File: src/rtl/button_conditioner_if.sv
// Button-side signal bundle for button_conditioner: raw bouncing inputs in,
// one-cycle counter pulses out.
interface button_conditioner_if;
    logic inc_raw;
    logic dec_raw;
    logic inc_btn;
    logic dec_btn;

    modport master (
        output inc_raw,
        output dec_raw,
        input  inc_btn,
        input  dec_btn
    );

    modport slave (
        input  inc_raw,
        input  dec_raw,
        output inc_btn,
        output dec_btn
    );
endinterface

File: src/rtl/button_conditioner.sv
// Two-channel push-button conditioner: synchronize, debounce, press/auto-repeat pulses,
// cross-channel lockout. Auto-repeat is built only when BUTTON_AUTO_REPEAT_EN is defined.
module button_conditioner #(
    parameter int DEBOUNCE_CYCLES = 500000,
    parameter int REPEAT_DELAY    = 25000000,
    parameter int REPEAT_PERIOD   = 10000000
) (
    input  logic                 clk,
    input  logic                 reset,
    button_conditioner_if.slave  btn
);
    localparam int MAX_A   = (DEBOUNCE_CYCLES > REPEAT_DELAY) ? DEBOUNCE_CYCLES : REPEAT_DELAY;
    localparam int MAX_CNT = (MAX_A > REPEAT_PERIOD) ? MAX_A : REPEAT_PERIOD;
    localparam int CW      = $clog2(MAX_CNT + 1);
    localparam logic [CW-1:0] DB_LAST = CW'(DEBOUNCE_CYCLES - 1);
    localparam logic [CW-1:0] CNT_ONE = CW'(1);
`ifdef BUTTON_AUTO_REPEAT_EN
    localparam logic [CW-1:0] RD_LAST = CW'(REPEAT_DELAY - 1);
    localparam logic [CW-1:0] RP_LAST = CW'(REPEAT_PERIOD - 1);

    typedef enum logic [1:0] {
        ST_IDLE   = 2'd0,
        ST_HELD   = 2'd1,
        ST_REPEAT = 2'd2
    } state_t;
`else
    typedef enum logic {
        ST_IDLE = 1'b0,
        ST_HELD = 1'b1
    } state_t;
`endif

    // Channel index 0 is increment, 1 is decrement.
    logic [1:0] raw_s;
    logic [1:0] press_s;
    logic [1:0] busy_s;
    logic       lock_r;
    logic       inc_r;
    logic       dec_r;
    logic       inc_nxt_s;
    logic       dec_nxt_s;

    assign raw_s = {btn.dec_raw, btn.inc_raw};

    for (genvar ch = 0; ch < 2; ch++) begin : g_chan
        logic          sync1_r;
        logic          sync2_r;
        logic          level_r;
        logic [CW-1:0] db_cnt_r;
        state_t        state_r;
        state_t        state_nxt_s;
        logic          pulse_s;
`ifdef BUTTON_AUTO_REPEAT_EN
        logic [CW-1:0] rpt_cnt_r;
        logic [CW-1:0] rpt_cnt_nxt_s;
`endif

        // Synchronizer and debounce: level flips only after a full run of differing samples
        always_ff @(posedge clk or posedge reset) begin
            if (reset) begin
                sync1_r  <= 1'b0;
                sync2_r  <= 1'b0;
                level_r  <= 1'b0;
                db_cnt_r <= '0;
            end else begin
                sync1_r <= raw_s[ch];
                sync2_r <= sync1_r;
                if (sync2_r == level_r) begin
                    db_cnt_r <= '0;
                end else if (db_cnt_r == DB_LAST) begin
                    level_r  <= sync2_r;
                    db_cnt_r <= '0;
                end else begin
                    db_cnt_r <= db_cnt_r + CNT_ONE;
                end
            end
        end

        // FSM state register
        always_ff @(posedge clk or posedge reset) begin
            if (reset) begin
                state_r   <= ST_IDLE;
`ifdef BUTTON_AUTO_REPEAT_EN
                rpt_cnt_r <= '0;
`endif
            end else begin
                state_r   <= state_nxt_s;
`ifdef BUTTON_AUTO_REPEAT_EN
                rpt_cnt_r <= rpt_cnt_nxt_s;
`endif
            end
        end

        // FSM next state; the repeat timer restarts on every state entry
        always_comb begin
            state_nxt_s = state_r;
`ifdef BUTTON_AUTO_REPEAT_EN
            rpt_cnt_nxt_s = '0;
`endif
            case (state_r)
                ST_IDLE: begin
                    if (level_r) state_nxt_s = ST_HELD;
                    else         state_nxt_s = ST_IDLE;
                end
                ST_HELD: begin
                    if (!level_r) begin
                        state_nxt_s = ST_IDLE;
`ifdef BUTTON_AUTO_REPEAT_EN
                    end else if (rpt_cnt_r == RD_LAST) begin
                        state_nxt_s = ST_REPEAT;
                    end else begin
                        state_nxt_s   = ST_HELD;
                        rpt_cnt_nxt_s = rpt_cnt_r + CNT_ONE;
                    end
                end
                ST_REPEAT: begin
                    if (!level_r) begin
                        state_nxt_s = ST_IDLE;
                    end else if (rpt_cnt_r == RP_LAST) begin
                        state_nxt_s = ST_REPEAT;
                    end else begin
                        state_nxt_s   = ST_REPEAT;
                        rpt_cnt_nxt_s = rpt_cnt_r + CNT_ONE;
                    end
`else
                    end else begin
                        state_nxt_s = ST_HELD;
                    end
`endif
                end
                default: state_nxt_s = ST_IDLE;
            endcase
        end

        // Raw pulse request, decoded on the transitions that produce a pulse
        always_comb begin
            pulse_s = 1'b0;
            case (state_r)
                ST_IDLE:   pulse_s = level_r;
`ifdef BUTTON_AUTO_REPEAT_EN
                ST_HELD:   pulse_s = level_r && (rpt_cnt_r == RD_LAST);
                ST_REPEAT: pulse_s = level_r && (rpt_cnt_r == RP_LAST);
`else
                ST_HELD:   pulse_s = 1'b0;
`endif
                default:   pulse_s = 1'b0;
            endcase
        end

        assign press_s[ch] = pulse_s;
        assign busy_s[ch]  = (state_r != ST_IDLE);
    end

    // Arbitration: coincident requests cancel; a busy channel (or a latched
    // contention) silences the other until both are idle again
    always_comb begin
        inc_nxt_s = 1'b0;
        dec_nxt_s = 1'b0;
        if (press_s[0] && press_s[1]) begin
            inc_nxt_s = 1'b0;
            dec_nxt_s = 1'b0;
        end else begin
            inc_nxt_s = press_s[0] && !busy_s[1] && !(lock_r && busy_s[0]);
            dec_nxt_s = press_s[1] && !busy_s[0] && !(lock_r && busy_s[1]);
        end
    end

    // Registered output pulses and the contention latch
    always_ff @(posedge clk or posedge reset) begin
        if (reset) begin
            inc_r  <= 1'b0;
            dec_r  <= 1'b0;
            lock_r <= 1'b0;
        end else begin
            inc_r <= inc_nxt_s;
            dec_r <= dec_nxt_s;
            if (!busy_s[0] && !busy_s[1]) begin
                lock_r <= 1'b0;
            end else if (busy_s[0] && busy_s[1]) begin
                lock_r <= 1'b1;
            end else begin
                lock_r <= lock_r;
            end
        end
    end

    assign btn.inc_btn = inc_r;
    assign btn.dec_btn = dec_r;
endmodule
File: src/flat_wrapper.sv
// flat-port wrapper written by rule: the top's interface ports become plain ports
module button_conditioner_flat 
#(
    parameter int DEBOUNCE_CYCLES = 500000,
    parameter int REPEAT_DELAY    = 25000000,
    parameter int REPEAT_PERIOD   = 10000000
)
  (clk, reset, btn_inc_raw, btn_dec_raw, btn_inc_btn, btn_dec_btn);
  button_conditioner_if btn_i ();
  input  logic clk;
  input  logic reset;
  input wire logic [$bits(btn_i.inc_raw)-1:0] btn_inc_raw;
  input wire logic [$bits(btn_i.dec_raw)-1:0] btn_dec_raw;
  output wire logic [$bits(btn_i.inc_btn)-1:0] btn_inc_btn;
  output wire logic [$bits(btn_i.dec_btn)-1:0] btn_dec_btn;
  assign btn_i.inc_raw = btn_inc_raw;
  assign btn_i.dec_raw = btn_dec_raw;
  assign btn_inc_btn = btn_i.inc_btn;
  assign btn_dec_btn = btn_i.dec_btn;
  button_conditioner #(.DEBOUNCE_CYCLES(DEBOUNCE_CYCLES), .REPEAT_DELAY(REPEAT_DELAY), .REPEAT_PERIOD(REPEAT_PERIOD)) u_core (.clk(clk), .reset(reset), .btn(btn_i));
endmodule
File: config.mk
export PLATFORM = sky130hd
export DESIGN_NAME = button_conditioner_flat
export DESIGN_NICKNAME = d
export VERILOG_FILES = /design/src/rtl/button_conditioner_if.sv /design/src/rtl/button_conditioner.sv /design/src/flat_wrapper.sv
export SDC_FILE = /design/constraint.sdc
export NUM_CORES = 1
export LEC_CHECK = 0
export ABC_AREA = 1
export ABC_CLOCK_PERIOD_IN_PS = 1900
export CORE_MARGIN = 4
export CORE_UTILIZATION = 40
export DETAILED_ROUTE_END_ITERATION = 7
export GPL_TIMING_DRIVEN = 0
export RECOVER_POWER = 25
export SLEW_MARGIN = 20
export SYNTH_ARGS = -nofsm -noshare
export SYNTH_HDL_FRONTEND = slang
export SYNTH_SLANG_ARGS = --single-unit
File: constraint.sdc
create_clock -name clk -period 1.9 [get_ports clk]
set_input_delay 0.19 -clock clk [delete_from_list [all_inputs] [get_ports clk]]
set_output_delay 0.19 -clock clk [all_outputs]
set_load 0.01 [all_outputs]
==> impl_metrics.py, run 1 <==
metrics = {
    "outcome": {
        "status": "completed",
    },
    "placement": {
        "place_area_sq_um": 3480,
        "place.gp.congestion": 0.890,
        "port_buffers": 5,
        "place_ws_ns": 0.337,
        "dpl.hpwl_um": 5180,
    },
    "cts": {
        "cts-root-buf": "clkbuf_8",
        "cts_resized": 0,
        "cts_max_path_buffers": 2,
        "clkTransAtPathRegs_ns": 0.08,
        "cts_made_buffers": 9,
        "clkSinkCount": 60,
        "h-tree-depth": 3,
        "cts_tree": "yes",
        "postCtsSetupRepairBufs": 0,
        "clkLatencyLatePin_ns": 0.35,
        "hold_buffers": 0,
    },
    "critical_path": {
        "crit_arrival_ns": 1.76,
        "critPathLaunchType": "flip-flop",
        "worst-setup-path-type": "flip-flop to flip-flop",
        "end_kind": "flip-flop",
        "crit_fanout": 8,
        "crit_required_ns": 2.13,
    },
    "sta": {
        "hold_violations": 0,
        "fin_ws_ns": 0.374,
        "maxSlewHeadroom_pct": 54.7,
        "min_period_ns": 1.53,
        "finalSetupViolCount": 0,
        "finClkSkew_ns": 0.0132,
        "tightest_slew_ns": 0.675,
        "finalCritPeriodShare_pct": 80.3,
        "drv_slew": 0,
        "grt_setup_unrepaired": "no",
        "fmax_ghz": 0.655,
        "hold_ws_ns": 0.349,
    },
    "floorplan": {
        "die_y_um": 98.5,
        "io-pin-count": 6,
        "rows": 32,
        "die_w_um": 98.5,
        "dieArea_sq_um": 9700,
        "core_sq_um": 7850,
        "start_util_pct": 41.7,
    },
    "yosys": {
        "netlist_instances": 441,
        "yosysUniqueCellTypes": 22,
        "postSynthAreaPerCell_sq_um": 7.42,
        "yosys-top-cells-area": "dfrtp_1 (46%), nor2_1 (14%), nand2_1 (13%), inv_1 (4.5%), nand3_1 (4.4%)",
        "synth_area_leader_cell": "dfrtp_1",
        "synth_area_sq_um": 3270,
        "netlist.area_leader.share_pct": 45.9,
        "ys_ff_latch": 60,
        "syn_nets": 447,
        "ys_warn_count": 0,
        "yosysSeqAreaShare_pct": 45.9,
    },
    "global_routing": {
        "track_usage_pct": 16.1,
        "top_usage_layer": "met2",
        "use_met3_pct": 3.68,
        "grt_first_pass_wirelength_um": 12500,
        "use_met1_pct": 20.4,
        "use_met2_pct": 26.9,
        "grt_max_degree": 47,
        "grt_overflow": 0,
        "grt_pass1_vias": 2757,
        "antenna_found_initial": 0,
    },
    "worst_hold_path": {
        "hp-class": "input port to async pin",
    },
    "final_layout": {
        "postLayoutCoreUtil_pct": 46.6,
        "drive_gt1_share_pct": 11.4,
        "num-nets-final": 464,
        "fin_area_sq_um": 3660,
        "num_antenna_cells": 0,
        "area_growth_syn_to_layout_pct": 11.8,
        "multi_input_area_sq_um": 1610,
        "fillers": 826,
        "regArea_sq_um": 1500,
    },
    "run": {
        "cap_violations": 0,
    },
    "power": {
        "ir_drop_mv": 0.323,
        "p_leak_nw": 1.52,
        "powerDensity_nw_per_um2": 704,
        "p_total_mw": 2.58,
    },
    "routing": {
        "routed_wl_um": 7000,
        "vias_per_cell": 4.74,
        "firstDrtPassIters": 4,
        "wl_per_cell_um": 12.4,
        "post-route-drc-count": 0,
        "postRouteAntennaNets": 0,
        "vias": 2679,
        "first_iter_violations": 140,
    },
}
-- placed cells by master, fill, tap and decap left out, types with 2 or more instances in the layout --
| cell | Yosys | routed |
|---|---|---|
| nand3_1 | 29 | 29 |
| clkdlybuf4s50_1 | 0 | 2 |
| nor3_1 | 4 | 4 |
| nor2_4 | 5 | 5 |
| nand2_1 | 112 | 112 |
| clkbuf_8 | 0 | 9 |
| xor2_2 | 2 | 2 |
| clkinv_4 | 0 | 2 |
| buf_2 | 2 | 2 |
| inv_6 | 0 | 2 |
| xor2_1 | 10 | 10 |
| xnor2_1 | 16 | 16 |
| nor2_2 | 12 | 12 |
| a21oi_1 | 4 | 4 |
| inv_1 | 39 | 38 |
| nor2_1 | 122 | 122 |
| and2_1 | 4 | 4 |
| clkinv_2 | 0 | 2 |
| o21ai_0 | 2 | 2 |
| dfrtp_1 | 60 | 60 |
| inv_2 | 2 | 2 |
| dlygate4sd3_1 | 0 | 3 |
| nand2_2 | 10 | 10 |
| ha_1 | 2 | 2 |
-- critical path: stages, from the launching register on --
cell and delay, ns:
dfrtp_1 0.39, ha_1 0.18, nand2_1 0.10, inv_1 0.08, nand2_1 0.08, nor2_1 0.10, nand3_1 0.19, nand2_2 0.24
nor2_1 0.07
-- layer usage --
layer	vias up	part of all wire [%]	wire length, um
met1	1246	48	3350
li1	1382	-	-
met2	38	47	3250
met5	-	0	0
met3	13	3.4	241
met4	0	2.1	145
-- through the flow --
stage	setup TNS, ns	std cells
3_5_place_dp	0	549
3_3_place_gp	-56.58	548
6_report	0	565
2_1_floorplan	0	441
5_1_grt	0	565
4_1_cts	0	565
-- worst paths after layout --
check / endpoint / slack, ns / depth (start not counted) / from
setup / recovery: u_core.g_chan[0].db_cnt_r[13] / 0.37 / 8 / u_core.g_chan[0].db_cnt_r[0]
hold / removal: u_core.g_chan[0].db_cnt_r[2] / 0.35 / 2 / reset
setup reg to reg: u_core.g_chan[0].db_cnt_r[13] / 0.37 / 8 / u_core.g_chan[0].db_cnt_r[0]
hold reg to reg: u_core.g_chan[0].sync2_r / 0.35 / 0 / u_core.g_chan[0].sync1_r
max in group asynchronous: u_core.g_chan[1].level_r / 0.47 / 3 / reset
min in group clk: u_core.g_chan[0].sync2_r / 0.35 / 0 / u_core.g_chan[0].sync1_r
-- cell type report --
cell class / count / area share, %
tap: 102 / 3.49
clock buffer: 9 / 3.38
buffer: 2 / 0.274
inverter: 41 / 4.24
timing repair buffer: 6 / 1.57
multi-input combinational: 338 / 44.0
clock inverter: 7 / 2.05
sequential: 60 / 41.0
-- kinds of logic after synthesis --
kind of cell / after synthesis / synth area share, %
buffers and inverters: 43 / 5.01
DFF: 60 / 45.9
xor gates and xnor gates: 28 / 7.95
adders and majority gates: 2 / 0.764
and+or+nand+nor: 301 / 39.3
AOI/OAI and AO/OA: 7 / 1.15
-- Yosys cell counts --
library cell and count:
nor2_1 122, nand2_1 112, dfrtp_1 60, inv_1 39, nand3_1 29, xnor2_1 16, nor2_2 12, nand2_2 10
xor2_1 10, nor2_4 5, a21oi_1 4, and2_1 4, nor3_1 4, buf_2 2, ha_1 2, inv_2 2
o21ai_0 2, xor2_2 2, a211oi_1 1, and2_2 1, nand3_2 1, nand4_1 1
-- power by group --
part	leakage [nW]	internal, mW	switching [mW]
logic	0.594	0.0199	0.0586
clock network	0.104	0.614	0.583
registers	0.824	1.29	0.0114
total	1.52	1.92	0.653
-- registers in the layout (all words and copies together) (netlist names) --
signal                  flops
u_core.g_chan.db_cnt_r     50
u_core.g_chan.state_r       2
u_core.btn.inc_btn          1
u_core.g_chan.sync1_r       2
u_core.btn.dec_btn          1
u_core.g_chan.level_r       2
u_core.g_chan.sync2_r       2
Note: power is estimated with default switching activity, not from simulation.
==> inputs of run 2 (changes only) <==
ABC_CLOCK_PERIOD_IN_PS = 1400   (was 1900)
clock period = 1.4 ns   (was 1.9 ns; I/O delays follow)
==> impl_metrics.py, run 2 (synthesis results as in run 1) <==
metrics = {
    "sta": {
        "finClkSkew_ns": 0.0158,
        "grt_setup_unrepaired": "yes",
        "tightest_slew_ns": 1.00,
        "fin_ws_ns": 0.0319,
        "drv_slew": 0,
        "maxSlewHeadroom_pct": 32.8,
        "fmax_ghz": 0.731,
        "finalCritPeriodShare_pct": 97.7,
        "hold_violations": 0,
        "finalSetupViolCount": 0,
        "min_period_ns": 1.37,
    },
    "routing": {
        "post-route-drc-count": 0,
        "routed_wl_um": 7660,
        "postRouteAntennaNets": 0,
        "wl_per_cell_um": 12.9,
        "vias_per_cell": 4.81,
        "first_iter_violations": 106,
        "firstDrtPassIters": 4,
        "vias": 2860,
    },
    "floorplan": {
        "die_w_um": 98.5,
        "io-pin-count": 6,
        "rows": 32,
        "core_sq_um": 7850,
        "start_util_pct": 41.7,
        "dieArea_sq_um": 9700,
        "die_y_um": 98.5,
    },
    "critical_path": {
        "regToRegSetupSlack_ns": 0.03,
        "r2r_end": "u_core.g_chan[1].db_cnt_r[18]",
        "end_kind": "flip-flop",
        "critPathMaxStageDelay_ns": 0.41,
        "critPathLaunchType": "flip-flop",
        "crit_required_ns": 1.63,
        "cp_slowest_cell": "dfrtp_1",
        "critPathBufInv": 0,
        "crit_fanout": 3,
        "timing.rr.start": "u_core.g_chan[1].db_cnt_r[0]",
        "crit_family": "simple AND/OR/NAND/NOR gates",
        "worst-setup-path-type": "flip-flop to flip-flop",
        "worstRegToRegCells": 8,
        "crit_arrival_ns": 1.60,
        "crit_chain": "ha_4 > nand2_4 > nor2_4 > nand2_2 > nor2_4 > nand3_1 > nand3_1 > nor2_1",
    },
    "cts": {
        "h-tree-depth": 3,
        "clkTransAtPathRegs_ns": 0.07,
        "clkLatencyLatePin_ns": 0.34,
        "cts_tree": "yes",
        "clkSinkCount": 60,
        "cts_made_buffers": 9,
        "hold_buffers": 0,
        "cts_max_path_buffers": 2,
        "cts-root-buf": "clkbuf_8",
    },
    "final_layout": {
        "fillers": 746,
        "layout_commonest_cell": "nand2_1",
        "top_register": "u_core.g_chan.db_cnt_r",
        "layout_common_cells": "nand2_1 (100), nor2_1 (96), dfrtp_1 (56)",
        "num-nets-final": 493,
        "largest_reg_flops": 50,
        "num_antenna_cells": 0,
        "fin_area_sq_um": 4230,
        "area_growth_syn_to_layout_pct": 29.1,
        "final_cells": 594,
        "drive_gt1_share_pct": 27.4,
    },
    "worst_hold_path": {
        "min_to": "u_core.g_chan[0].sync1_r",
        "holdPathStages": 1,
        "hp-class": "input port to flip-flop",
        "min_from": "btn_inc_raw",
    },
    "placement": {
        "dpl.hpwl_um": 5240,
        "place.gp.congestion": 0.927,
        "place_inst": 550,
        "place_ws_ns": -0.175,
        "place_area_sq_um": 3510,
        "port_buffers": 5,
    },
    "outcome": {
        "status": "completed",
    },
    "global_routing": {
        "grt_pass1_vias": 2594,
        "grt_overflow": 0,
        "track_usage_pct": 15.7,
        "antenna_found_initial": 0,
        "grt_max_degree": 24,
        "grt_first_pass_wirelength_um": 12200,
    },
    "power": {
        "ir_drop_mv": 0.647,
        "p_leak_nw": 1.77,
        "powerDensity_nw_per_um2": 838,
        "p_total_mw": 3.54,
    },
    "run": {
        "cap_violations": 0,
    },
}
[run 2: cell count changes in the layout (fill, tap and decap cells not counted), sizes merged]
cell      previous run  this run
inv                 42        41
buf                  2        32
clkinvlp             1         3
clkbuf              10         9
clkinv               4         3
[run 2: layout make-up]
type | instances | area, sq um | share of cell area [%]
multi-input cells | 338 | 1910 | 45.2
clock buffers | 9 | 124 | 2.93
well taps | 102 | 128 | 3.02
inverters | 41 | 155 | 3.67
plain buffers | 2 | 10.0 | 0.237
repair buffers | 35 | 319 | 7.55
flip-flops and latches | 60 | 1510 | 35.6
clock inverters | 7 | 76.3 | 1.81
[run 2: worst max path at each step]
stage,start,to,slack [ns],cells after the start
3_5_place_dp,u_core.g_chan[0].db_cnt_r[0],u_core.g_chan[0].db_cnt_r[13],-0.18,8
2_1_floorplan,u_core.g_chan[0].db_cnt_r[0],u_core.g_chan[0].db_cnt_r[13],0.10,8
6_report,u_core.g_chan[1].db_cnt_r[0],u_core.g_chan[1].db_cnt_r[18],0.03,8
4_1_cts,u_core.g_chan[0].db_cnt_r[0],u_core.g_chan[0].db_cnt_r[0],0.001,8
3_3_place_gp,reset,u_core.g_chan[1].db_cnt_r[4],-0.19,2
5_1_grt,u_core.g_chan[1].db_cnt_r[0],u_core.g_chan[1].db_cnt_r[23],-0.07,9
[run 2: metal layers]
layer | GRT usage (%) | routed length (um) | part of all wire [%] | vias to the layer above
met5 | 0 | 0 | 0 | -
met4 | 5.25 | 195 | 2.5 | 0
met3 | 4.39 | 336 | 4.4 | 15
met2 | 24.7 | 3740 | 49 | 58
met1 | 20.9 | 3380 | 44 | 1342
li1 | - | - | - | 1445
[run 2: timing repair]
| item | CTS | global route |
|---|---|---|
| resized for setup | 21 | 64 |
| endpoints found under the setup margin | 28 | 46 |
| endpoints found under the hold margin | 0 | 0 |
| pin swaps | 6 | 23 |
| buffers inserted | 2 | 26 |
[run 2: through the flow]
step	hold WS, ns	TNS (ns)	util, %
floorplan	0.171	0	-
CTS	0.178	0	48.8
global route	0.329	-0.732	53.9
detailed placement	0.349	-2.81	44.7
finish	0.351	0	53.9
global placement	0.333	-13.61	44.0
[run 2: power breakdown]
part	internal [mW]	switching, mW
logic	0.0650	0.0990
clock network	0.830	0.775
registers	1.75	0.0215
